$ cat config.mk
export PLATFORM = sky130hd
export DESIGN_NAME = cgp_fitness_eval
export DESIGN_NICKNAME = d
export VERILOG_FILES = /design/src/rtl/cgp_fitness_eval.sv
export SDC_FILE = /design/constraint.sdc
export NUM_CORES = 1
export LEC_CHECK = 0
export CORE_UTILIZATION = 50
export DETAILED_ROUTE_END_ITERATION = 8
export PLACE_DENSITY = 0.89
export SLEW_MARGIN = 10
export SYNTH_ARGS = -nofsm -noshare
export SYNTH_HDL_FRONTEND = slang
export SYNTH_SLANG_ARGS = --single-unit
$ cat constraint.sdc
create_clock -name clk -period 8.6 [get_ports clk]
set_clock_uncertainty 0.2 [all_clocks]
set_input_delay 2.58 -clock clk [delete_from_list [all_inputs] [get_ports clk]]
set_output_delay 2.58 -clock clk [all_outputs]
set_load 0.05 [all_outputs]
$ cat src/rtl/cgp_fitness_eval.sv
// ============================================================================
// Module : cgp_fitness_eval
// Brief  : Exhaustive truth-table fitness evaluator wrapped around cgp_module.
// Rev    : 1.0  initial release
// ============================================================================
`default_nettype none

module cgp_fitness_eval #(
  parameter int N_IN          = 10,
  parameter int N_OUT         = 10,
  parameter int SETTLE_CYCLES = 2,
  parameter int FIT_W         = 16
) (
  input  logic             clk,
  input  logic             rst,
  input  logic             start,
  output logic             busy,
  output logic             done,
  output logic [N_IN-1:0]  dut_in,
  input  logic [N_OUT-1:0] dut_out,
  output logic [N_IN-1:0]  exp_addr,
  input  logic [N_OUT-1:0] exp_data,
  output logic [FIT_W-1:0] fitness,
  output logic             perfect
);

  localparam int          PC_W     = $clog2(N_OUT + 1);
  localparam int          SC_W     = $clog2(SETTLE_CYCLES + 1);
  localparam logic [N_IN:0] LAST_VEC = {1'b0, {N_IN{1'b1}}};

  typedef enum logic [2:0] {
    S_IDLE    = 3'd0,
    S_APPLY   = 3'd1,
    S_SETTLE  = 3'd2,
    S_COMPARE = 3'd3,
    S_FINISH  = 3'd4
  } state_t;

  state_t           state_q;
  logic [N_IN:0]    vec_q;
  logic [SC_W-1:0]  settle_q;
  logic             busy_q;
  logic             done_q;
  logic             perfect_q;
  logic [N_IN-1:0]  dut_in_q;
  logic [N_IN-1:0]  exp_addr_q;
  logic [FIT_W-1:0] fitness_q;
  logic [FIT_W-1:0] fitness_d;
  logic [PC_W-1:0]  popcnt;
  logic [N_OUT-1:0] mismatch;
  logic [FIT_W:0]   fit_sum;

  // Mismatch weight of the current vector, added with saturation.
  always_comb begin
    mismatch = dut_out ^ exp_data;
    popcnt   = '0;
    for (int i = 0; i < N_OUT; i++) begin
      popcnt = popcnt + PC_W'(mismatch[i]);
    end
    fit_sum   = {1'b0, fitness_q} + (FIT_W + 1)'(popcnt);
    fitness_d = fit_sum[FIT_W] ? {FIT_W{1'b1}} : fit_sum[FIT_W-1:0];
  end

  always_ff @(posedge clk or posedge rst) begin
    if (rst) begin
      state_q    <= S_IDLE;
      vec_q      <= '0;
      settle_q   <= '0;
      busy_q     <= 1'b0;
      done_q     <= 1'b0;
      perfect_q  <= 1'b0;
      dut_in_q   <= '0;
      exp_addr_q <= '0;
      fitness_q  <= '0;
    end else begin
      done_q <= 1'b0;
      case (state_q)
        S_IDLE: begin
          if (start) begin
            state_q   <= S_APPLY;
            vec_q     <= '0;
            busy_q    <= 1'b1;
            perfect_q <= 1'b0;
          end
        end
        S_APPLY: begin
          dut_in_q   <= vec_q[N_IN-1:0];
          exp_addr_q <= vec_q[N_IN-1:0];
          settle_q   <= SC_W'(SETTLE_CYCLES);
          // Previous result stays visible until the new sweep really begins.
          if (vec_q == '0) begin
            fitness_q <= '0;
          end
          state_q <= S_SETTLE;
        end
        S_SETTLE: begin
          settle_q <= settle_q - 1'b1;
          if (settle_q == SC_W'(1)) begin
            state_q <= S_COMPARE;
          end
        end
        S_COMPARE: begin
          fitness_q <= fitness_d;
          if (vec_q == LAST_VEC) begin
            state_q   <= S_FINISH;
            done_q    <= 1'b1;
            busy_q    <= 1'b0;
            perfect_q <= (fitness_d == '0);
          end else begin
            vec_q   <= vec_q + 1'b1;
            state_q <= S_APPLY;
          end
        end
        S_FINISH: begin
          state_q <= S_IDLE;
        end
        default: begin
          state_q <= S_IDLE;
        end
      endcase
    end
  end

  assign busy     = busy_q;
  assign done     = done_q;
  assign perfect  = perfect_q;
  assign dut_in   = dut_in_q;
  assign exp_addr = exp_addr_q;
  assign fitness  = fitness_q;

endmodule

`default_nettype wire
After elaboration in Yosys (flattened, before gate mapping)
Cells that the tools add are included.
{"block": "op_classes", "addsub": 12, "eq_ne": 10, "muxes": 19, "n_bitwise": 1, "n_reduce_logical": 10}
{"operator": "two-way mux 16 bit", "count": 2}
{"operator": "one-hot mux 16 bit (2 select lines)", "count": 1}
{"operator": "adder 4 x 1 -> 4 bit", "count": 6}
{"operator": "two-way mux 11 bit", "count": 2}
{"operator": "one-hot mux 11 bit (2 select lines)", "count": 1}
{"operator": "adder 16 x 4 -> 17 bit", "count": 1}
{"operator": "zero test 16 bit", "count": 1}
{"operator": "one-hot mux 3 bit (4 select lines)", "count": 1}
{"operator": "adder 11 x 1 -> 11 bit (second input constant)", "count": 1}
{"operator": "== test 11 x 10 -> 1 bit (second input constant)", "count": 1}
{"operator": "zero test 11 bit", "count": 1}
{"operator": "!= test 2 bit (second input constant)", "count": 5}
{"operator": "bitwise XOR 10 bit", "count": 1}
{"operator": "two-way mux 3 bit", "count": 3}
{"operator": "== test 3 x 2 -> 1 bit (second input constant)", "count": 2}
{"operator": "two-way mux 1 bit", "count": 6}
{"operator": "AND reduction 3 bit", "count": 2}
{"operator": "nonzero test 2 bit", "count": 3}
{"operator": "adder 3 x 1 -> 4 bit", "count": 1}
{"operator": "one-hot mux 1 bit (2 select lines)", "count": 2}
{"operator": "one-hot mux 2 bit (2 select lines)", "count": 1}
{"operator": "AND reduction 2 bit", "count": 2}
{"operator": "adder 2 x 1 -> 3 bit", "count": 1}
{"operator": "== test 3 x 1 -> 1 bit (second input constant)", "count": 1}
{"operator": "other kinds (4)", "count": 4}
{"block": "totals", "register_bits": 45, "input_bits": 23, "out_inout_bits": 39, "word_cells": 60}

Longest topological paths before layout
Gate-level depths: netlist (run 1).
{"block": "depth", "word_depth": 15, "mapped_depth": 14}

Worst setup path before layout (run 1)
No wires, ideal clock.
{"block": "synth_path", "path_kind": "input to register", "start": "input port exp_data[0]", "end": "register perfect_q, in the netlist perfect", "t_arrival_ns": 6.229, "slack_ns": 2.079, "stages": 14, "n_path_buf": 0, "path_cell_list": "xor2_1 fa_1 fa_1 inv_1 fa_1 fa_1 inv_1 fa_1 a211oi_4 nor4_4 nand3_1 nor4_1 o221ai_1 o31ai_2"}
{"block": "synth_via", "elab_chain_cells": 15}
{"item": "from (decl)", "line_no": "22", "rtl": "input logic [N_OUT-1:0] exp_data,"}
{"item": "bitwise XOR 10 bit", "line_no": "55", "rtl": "mismatch = dut_out ^ exp_data;"}
{"item": "adder 1 x 1 -> 2 bit", "line_no": "58", "rtl": "popcnt = popcnt + PC_W'(mismatch[i]);"}
{"item": "adder 2 x 1 -> 3 bit", "line_no": "58"}
{"item": "adder 3 x 1 -> 4 bit", "line_no": "58"}
{"item": "adder 4 x 1 -> 4 bit (6 in a row)", "line_no": "58"}
{"item": "adder 16 x 4 -> 17 bit", "line_no": "60", "rtl": "fit_sum = {1'b0, fitness_q} + (FIT_W + 1)'(popcnt);"}
{"item": "two-way mux 16 bit", "line_no": "61", "rtl": "fitness_d = fit_sum[FIT_W] ? {FIT_W{1'b1}} : fit_sum[FIT_W-1:0];"}
{"item": "zero test 16 bit", "line_no": "108", "rtl": "perfect_q <= (fitness_d == '0);"}
{"item": "two-way mux 1 bit", "line_no": "104", "rtl": "if (vec_q == LAST_VEC) begin"}
{"item": "one-hot mux 1 bit (2 select lines)", "line_no": "77", "rtl": "case (state_q)"}
{"item": "to (signal assigned)", "line_no": "108"}
{"item": "to (decl)", "line_no": "44", "rtl": "logic perfect_q;"}
No other way between the ends. The select of a mux whose other input is x is not followed.
A chain may end at the register's enable or synchronous reset.

Worst setup path after layout (run 1)
{"block": "layout_path", "start": "input port dut_out[0]", "end": "register perfect_q, in the netlist perfect"}
{"block": "layout_via", "elab_chain_cells": 15}
{"item": "from (decl)", "line_no": "20", "rtl": "input logic [N_OUT-1:0] dut_out,"}
{"item": "bitwise XOR 10 bit", "line_no": "55"}
{"item": "adder 1 x 1 -> 2 bit", "line_no": "58"}
{"item": "adder 2 x 1 -> 3 bit", "line_no": "58"}
{"item": "adder 3 x 1 -> 4 bit", "line_no": "58"}
{"item": "adder 4 x 1 -> 4 bit (6 in a row)", "line_no": "58"}
{"item": "adder 16 x 4 -> 17 bit", "line_no": "60"}
{"item": "two-way mux 16 bit", "line_no": "61"}
{"item": "zero test 16 bit", "line_no": "108"}
{"item": "two-way mux 1 bit", "line_no": "104"}
{"item": "one-hot mux 1 bit (2 select lines)", "line_no": "77"}
No other way between the ends. The select of a mux whose other input is x is not followed.

==> results of run 1 <==
==> where the power goes <==
part	switching, mW	total, mW	internal, mW
clock	0.0697	0.154	0.0844
combinational	0.300	0.486	0.186
sequential	0.0334	0.263	0.229
==> per-stage QoR <==
stage               instance area, um2  std cells  hold WS (ps)  power (mW)
detailed placement                3500        421           292       0.746
CTS                               3600        428           314       0.906
finish                            3600        428           307       0.903
global route                      3600        428           343       0.975
global placement                  3500        421           272       0.730
floorplan                         2920        310           260       0.632
==> worst paths after layout <==
| check | end | startpoint | slack [ps] | depth (start not counted) |
|---|---|---|---|---|
| setup / recovery | perfect | dut_out[0] | 1670 | 15 |
| hold / removal | settle_q[1] | settle_q[1] | 310 | 1 |
| setup reg to reg | perfect | fitness[0] | 4140 | 13 |
| hold reg to reg | settle_q[1] | settle_q[1] | 310 | 1 |
| max in group asynchronous | vec_q[1] | rst | 5310 | 3 |
| min in group asynchronous | fitness[6] | rst | 2530 | 3 |
==> cell type report <==
| type | count | area [um2] | share of cell area (%) |
|---|---|---|---|
| well taps | 72 | 90.1 | 2.50 |
| clock buffers | 5 | 68.8 | 1.91 |
| inverters | 15 | 56.3 | 1.56 |
| flip-flops and latches | 45 | 1130 | 31.3 |
| clock inverters | 2 | 35.0 | 0.973 |
| multi-input cells | 225 | 1590 | 44.2 |
| repair buffers | 64 | 633 | 17.6 |
==> cell families after synthesis <==
| kind of cell | Yosys count | synth area share [%] |
|---|---|---|
| and+or+nand+nor | 104 | 18.8 |
| muxes | 11 | 4.20 |
| DFF | 45 | 38.6 |
| xor gates and xnor gates | 23 | 6.91 |
| buffers and inverters | 40 | 6.78 |
| AOI/OAI and AO/OA | 72 | 16.5 |
| adders and majority gates | 15 | 8.24 |
==> worst max-delay path: stages <==
cell and delay, ps:
clkdlybuf4s50_1 470, xor2_1 190, fa_1 470, fa_1 540, inv_1 50, fa_1 500
fa_1 460, inv_1 90, fa_1 250, a211oi_4 110, nor4_4 420, nand3_1 200
nor4_1 250, o221ai_1 180, o31ai_2 190
==> state kept, by name, summed over array words and instances, names as in the netlist <==
signal,cells
fitness,16
vec_q,11
exp_addr,10
state_q,3
settle_q,2
busy,1
done,1
perfect,1
==> synth_stat cells (4+ instances only) <==
library cell / n
o21ai_1: 6
xor2_1: 13
nor2_1: 26
nand4_1: 4
a21o_1: 5
buf_4: 11
xnor2_1: 10
nor4_1: 6
mux2_2: 10
buf_2: 5
ha_1: 8
nand2_1: 25
a21oi_1: 16
fa_1: 7
nand3_1: 10
dfrtp_1: 45
inv_1: 15
o21ai_0: 21
clkbuf_1: 8
nor3_1: 8
==> metal layers <==
layer	up-vias	global-route usage, %	share of wire (%)
met1	1202	29.1	41
met4	0	8.89	2.6
met2	108	38.5	50
li1	1185	-	-
met5	-	0	0
met3	21	4.77	5.9
==> results.json, run 1 <==
{
  "run_status": "finished, final reports clean",
  "wl_per_cell_um": 14.9,
  "syn_area_per_cell_um2": 9.41,
  "post-route-period-util_pct": 80.6,
  "antenna_found_initial": 0,
  "vdd_drop_max_v": 0.000237,
  "clk_latency_ps": 300,
  "cap_violations": 0,
  "power_density_nw_per_um2": 251,
  "period_needed_ps": 6930,
  "fin_util_pct": 64.6,
  "gp_congestion": 0.944,
  "tightest_slew_ps": 825,
  "yosys_warnings": 0,
  "cts_tree": "built",
  "seq_area_frac_synth_pct": 38.6,
  "hold_buffers": 0,
  "routed_wl_um": 6390,
  "die_area_um2": 6140,
  "yosysTopAreaCell": "dfrtp_1",
  "dp_slack_ps": 1350,
  "slew_headroom_pct": 45.0,
  "fillers": 467,
  "gr-total-overflow": 0,
  "synth-edff-count": 0,
  "slew_viol_final": 0,
  "tns_ps": 0,
  "antenna_cells": 0,
  "synth_ff_type": "dfrtp_1",
  "cp.arrival_ps": 6950,
  "hold_path_class": "reg2reg",
  "clock_sinks": 45,
  "cts_root_buffer": "clkbuf_8",
  "vias": 2516,
  "initial_core_util_pct": 52.3,
  "clockBufferDepth": 2,
  "clk_pin_slew_ps": 80,
  "finalSetupViolCount": 0,
  "final_cell_mix": "61 x clkdlybuf4s50_1, 45 x dfrtp_1, 26 x nor2_1, 25 x nand2_1, 21 x o21ai_0",
  "post-dp-hpwl_um": 4780,
  "synth_top_area_share_pct": 38.6,
  "max_freq_mhz": 144,
  "crit_type": "in2reg",
  "synth_top_cells_by_area": "dfrtp_1 39%, fa_1 4.8%, xor2_1 3.9%, mux2_2 3.9%, o21ai_0 3.6%",
  "syn-num-nets": 348,
  "htreeDepth": 2,
  "num_io_pins": 62,
  "num_rows": 27,
  "synth_seq_cells": 45,
  "fin_ws_ps": 1670,
  "final_common_cell": "clkdlybuf4s50_1",
  "nets": 394,
  "rsz0062_at_grt": "false",
  "syn-cell-area_um2": 2920,
  "die_h_um": 78.4,
  "drive_above_1_share_pct": 7.30,
  "start_kind": "input port",
  "post_cts.repair.setup_buffers": 0,
  "area_delta_synth_final_pct": 23.5,
  "drcViolationCount": 0,
  "via_per_inst": 5.88,
  "ctsResizeCount": 0,
  "drt-pass1-iter-count": 4,
  "io_buffers": 61,
  "core_area_um2": 5570,
  "synthArstFlopShare_pct": 100,
  "drt_iter0_drc": 142,
  "hold_viol": 0,
  "final_antenna_net_count": 0,
  "tritoncts.num_buffers": 5,
  "synthCells": 310,
  "grt_pass1_wl_um": 11200,
  "grt_usage_pct": 23.0,
  "die_w_um": 78.4,
  "grt_pass1_vias": 2455,
  "worstPathMaxFanout": 7,
  "end_kind": "flip-flop",
  "ys_types": 54,
  "grt_max_degree": 46,
  "cp.required_ps": 8620,
  "p_leak_nw": 1.52
}
No activity file was read; power rests on OpenSTA's default activity.
==> run 2: changes to the inputs <==
Clock period 8.6 ns to 7.08 ns, I/O delays scaled along.
==> results.json, run 2 (synthesis results as in run 1) <==
{
  "vdd_drop_max_v": 0.000272,
  "final_antenna_net_count": 0,
  "max_freq_mhz": 153,
  "vias": 2516,
  "finalSetupViolCount": 0,
  "initial_core_util_pct": 52.3,
  "ctsResizeCount": 0,
  "rsz0062_at_grt": "false",
  "p_int_mw": 0.608,
  "antenna_cells": 0,
  "cp.required_ps": 7090,
  "timing.critical_path.mode_cell": "fa_1",
  "p_clk_share_pct": 16.9,
  "slowest_delay_ps": 540,
  "clock_sinks": 45,
  "timing.critical_path.buf_inv": 3,
  "num_rows": 27,
  "grt_pass1_vias": 2465,
  "num_io_pins": 62,
  "p_leak_nw": 1.52,
  "largest_reg_flops": 16,
  "period_needed_ps": 6520,
  "slew_viol_final": 0,
  "r2r_slack_ps": 2590,
  "fin_area_um2": 3600,
  "antenna_found_initial": 0,
  "wl_per_cell_um": 14.8,
  "cts_root_buffer": "clkbuf_8",
  "worstRegToRegCells": 13,
  "cap_violations": 0,
  "start_kind": "input port",
  "grt_max_degree": 46,
  "post_cts.repair.setup_buffers": 0,
  "clk_pin_slew_ps": 80,
  "drcViolationCount": 0,
  "cts_tree": "built",
  "tightest_slew_ps": 810,
  "io_buffers": 61,
  "slew_headroom_pct": 46.0,
  "post-route-period-util_pct": 92.0,
  "grt_pass1_wl_um": 11000,
  "area_delta_synth_final_pct": 23.5,
  "power.share.switching_pct": 44.5,
  "grt_usage_pct": 22.8,
  "comb_power_share_pct": 54.0,
  "hold_end": "settle_q[1]",
  "end_kind": "flip-flop",
  "htreeDepth": 2,
  "slowest_stage": "fa_1",
  "tritoncts.num_buffers": 5,
  "final_cell_mix": "61 x clkdlybuf4s50_1, 45 x dfrtp_1, 26 x nor2_1, 25 x nand2_1, 21 x o21ai_0",
  "hold_buffers": 0,
  "core_area_um2": 5570,
  "drt_iter0_drc": 123,
  "tns_ps": 0,
  "drive_above_1_share_pct": 7.30,
  "die_w_um": 78.4,
  "drt-pass1-iter-count": 4,
  "fillers": 479,
  "hold_viol": 0,
  "dpl_cell_area_um2": 3500,
  "via_per_inst": 5.88,
  "gp_congestion": 0.944,
  "power_density_nw_per_um2": 304,
  "gr-total-overflow": 0,
  "crit_type": "in2reg",
  "path_delay_family": "adder cells",
  "routed_wl_um": 6350,
  "worstPathMaxFanout": 7,
  "hold_start": "settle_q[1]",
  "clk_latency_ps": 300,
  "run_status": "finished, final reports clean",
  "post-dp-hpwl_um": 4780,
  "hold_path_class": "reg2reg",
  "cp.arrival_ps": 6530,
  "hold-path-cell-count": 1,
  "clockBufferDepth": 2,
  "die_h_um": 78.4,
  "final_common_cell": "clkdlybuf4s50_1",
  "power_switching_mw": 0.487,
  "reg2reg_from": "fitness[0]",
  "die_area_um2": 6140,
  "r2r-end": "perfect",
  "nets": 394,
  "crit_chain": "clkdlybuf4s50_1 -> xor2_1 -> fa_1 -> fa_1 -> inv_1 -> fa_1 -> fa_1 -> inv_1 -> fa_1 -> a211oi_4 -> nor4_4 -> nand3_1 -> nor4_1 -> o221ai_1 -> o31ai_2",
  "seq_power_share_pct": 29.1
}
run 2: cell counts in the layout (fill, tap and decap cells not counted):
No cell type changed its count.
run 2: power groups by stage:
| stage | Sequential (mW) | Combinational, mW | Clock, mW |
|---|---|---|---|
| detailed placement | 0.323 | 0.586 | 0 |
| global placement | 0.322 | 0.565 | 0 |
| CTS | 0.318 | 0.590 | 0.192 |
| global route | 0.324 | 0.656 | 0.206 |
| floorplan | 0.384 | 0.383 | 0 |
| finish | 0.319 | 0.591 | 0.185 |
run 2: worst max path at each step:
stage | start | to | slack [ps] | cells past startpoint
6_report | dut_out[0] | perfect | 560 | 15
5_1_grt | dut_out[0] | perfect | 290 | 15
4_1_cts | dut_out[0] | perfect | 600 | 15
3_5_place_dp | dut_out[0] | perfect | 290 | 15
3_3_place_gp | dut_out[0] | perfect | 390 | 15
2_1_floorplan | exp_data[0] | perfect | 1020 | 14
run 2: stage by stage:
stage               hold WS, ps  power (mW)  utilization, %  cells  setup slack (ps)
finish                      308        1.09            64.6    428               564
global route                343        1.19            64.6    428               290
CTS                         314        1.10            64.6    428               596
detailed placement          292       0.909            62.8    421               287
global placement            272       0.886            62.8    421               389
floorplan                   260       0.767               -    310              1020
run 2: final cells by class:
class | count | area (um2) | share of cell area [%]
Clock buffer | 5 | 68.8 | 1.91
Clock inverter | 2 | 35.0 | 0.973
Inverter | 15 | 56.3 | 1.56
Multi-Input combinational cell | 225 | 1590 | 44.2
Sequential cell | 45 | 1130 | 31.3
Tap cell | 72 | 90.1 | 2.50
Timing Repair Buffer | 64 | 633 | 17.6
run 2: layer usage:
metal / GRT usage, % / part of all wire, % / vias to the layer above / routed length, um
met5: 0 / 0 / - / 0
met3: 4.53 / 5.2 / 13 / 328
li1: - / - / 1180 / -
met2: 38.6 / 51 / 94 / 3260
met4: 9.63 / 1.5 / 0 / 98
met1: 28.2 / 42 / 1229 / 2660
==> run 3: changes to the inputs <==
Settings changed: PLACE_DENSITY 0.89 to 0.79, SLEW_MARGIN 10 to not set.
==> results.json, run 3 (synthesis results as in run 1) <==
{
  "run_status": "finished, final reports clean",
  "hold_buffers": 0,
  "period_needed_ps": 6530,
  "die_h_um": 78.4,
  "slew_headroom_pct": 41.9,
  "gr-total-overflow": 0,
  "stdcell_count": 427,
  "routed_wl_um": 6350,
  "cp.required_ps": 7090,
  "max_freq_mhz": 153,
  "wl_per_cell_um": 14.9,
  "rsz0062_at_grt": "false",
  "via_per_inst": 5.82,
  "timing.critical_path.buf_inv": 3,
  "fin_util_pct": 64.6,
  "end_kind": "flip-flop",
  "initial_core_util_pct": 52.3,
  "nets": 393,
  "grt_usage_pct": 22.6,
  "timing.critical_path.mode_cell": "fa_1",
  "die_w_um": 78.4,
  "gp_congestion": 0.878,
  "hold_path_class": "reg2reg",
  "num_io_pins": 62,
  "cts_root_buffer": "clkbuf_8",
  "cap_violations": 0,
  "slowest_delay_ps": 540,
  "clockBufferDepth": 2,
  "post-route-period-util_pct": 92.2,
  "dpl_cell_area_um2": 3500,
  "drive_above_1_share_pct": 7.32,
  "final_common_cell": "clkdlybuf4s50_1",
  "dp.cells": 420,
  "final_antenna_net_count": 0,
  "clk_pin_slew_ps": 80,
  "post-dp-hpwl_um": 4630,
  "post_cts.repair.setup_buffers": 0,
  "drt_iter0_drc": 163,
  "fin_area_um2": 3600,
  "grt_pass1_vias": 2289,
  "path_delay_family": "adder cells",
  "ctsResizeCount": 0,
  "core_area_um2": 5570,
  "num_rows": 27,
  "area_delta_synth_final_pct": 23.5,
  "hold_viol": 0,
  "cts_tree": "built",
  "tightest_slew_ps": 872,
  "crit_type": "in2reg",
  "slowest_stage": "fa_1",
  "tritoncts.num_buffers": 5,
  "finalSetupViolCount": 0,
  "clk_latency_ps": 290,
  "start_kind": "input port",
  "dp_slack_ps": 298,
  "power_density_nw_per_um2": 306,
  "io_buffers": 61,
  "p_leak_nw": 1.51,
  "antenna_found_initial": 0,
  "htreeDepth": 2,
  "crit_chain": "clkdlybuf4s50_1 -> xor2_1 -> fa_1 -> fa_1 -> inv_1 -> fa_1 -> fa_1 -> inv_1 -> fa_1 -> nor4b_1 -> o41ai_1 -> a211oi_1 -> o2111ai_1 -> o31ai_2",
  "grt_pass1_wl_um": 10900,
  "fin_ws_ps": 555,
  "worstPathMaxFanout": 3,
  "die_area_um2": 6140,
  "drcViolationCount": 0,
  "slew_viol_final": 0,
  "final_cell_mix": "61 x clkdlybuf4s50_1, 45 x dfrtp_1, 26 x nor2_1, 25 x nand2_1, 21 x o21ai_0",
  "clock_sinks": 45,
  "cp.arrival_ps": 6540,
  "p_total_mw": 1.10,
  "hold_ws_ps": 293,
  "grt_max_degree": 46,
  "antenna_cells": 0,
  "drt-pass1-iter-count": 4,
  "largest_reg_flops": 16,
  "vias": 2484,
  "tns_ps": 0,
  "vdd_drop_max_v": 0.000291
}
## run 3: worst paths after layout
check                                  from  slack, ps  cells after the start          end
worst max-delay path             dut_out[0]        550                     14      perfect
worst min-delay path            settle_q[1]        290                      1  settle_q[1]
worst max register to register   fitness[0]       2570                     12      perfect
worst min register to register  settle_q[1]        290                      1  settle_q[1]
max in group asynchronous               rst       4230                      3   fitness[6]
min in group asynchronous               rst       2060                      3   fitness[9]
## run 3: where the power goes
part | switching [mW] | internal, mW
sequential | 0.0394 | 0.279
combinational | 0.370 | 0.224
clock | 0.0864 | 0.103
## run 3: final cells by class
cell class	instances	area (um2)
tap	72	90.1
sequential	45	1130
clock inverter	2	35.0
clock buffer	5	68.8
fill	466	1970
inverter	15	56.3
timing repair buffer	63	626
multi-input combinational	225	1600
## run 3: layer usage
metal | track usage (%) | part of all wire, % | vias up
li1 | - | - | 1181
met3 | 3.02 | 6.7 | 10
met1 | 31.2 | 43 | 1185
met5 | 0 | 0 | -
met2 | 35.8 | 48 | 108
met4 | 9.44 | 1.9 | 0
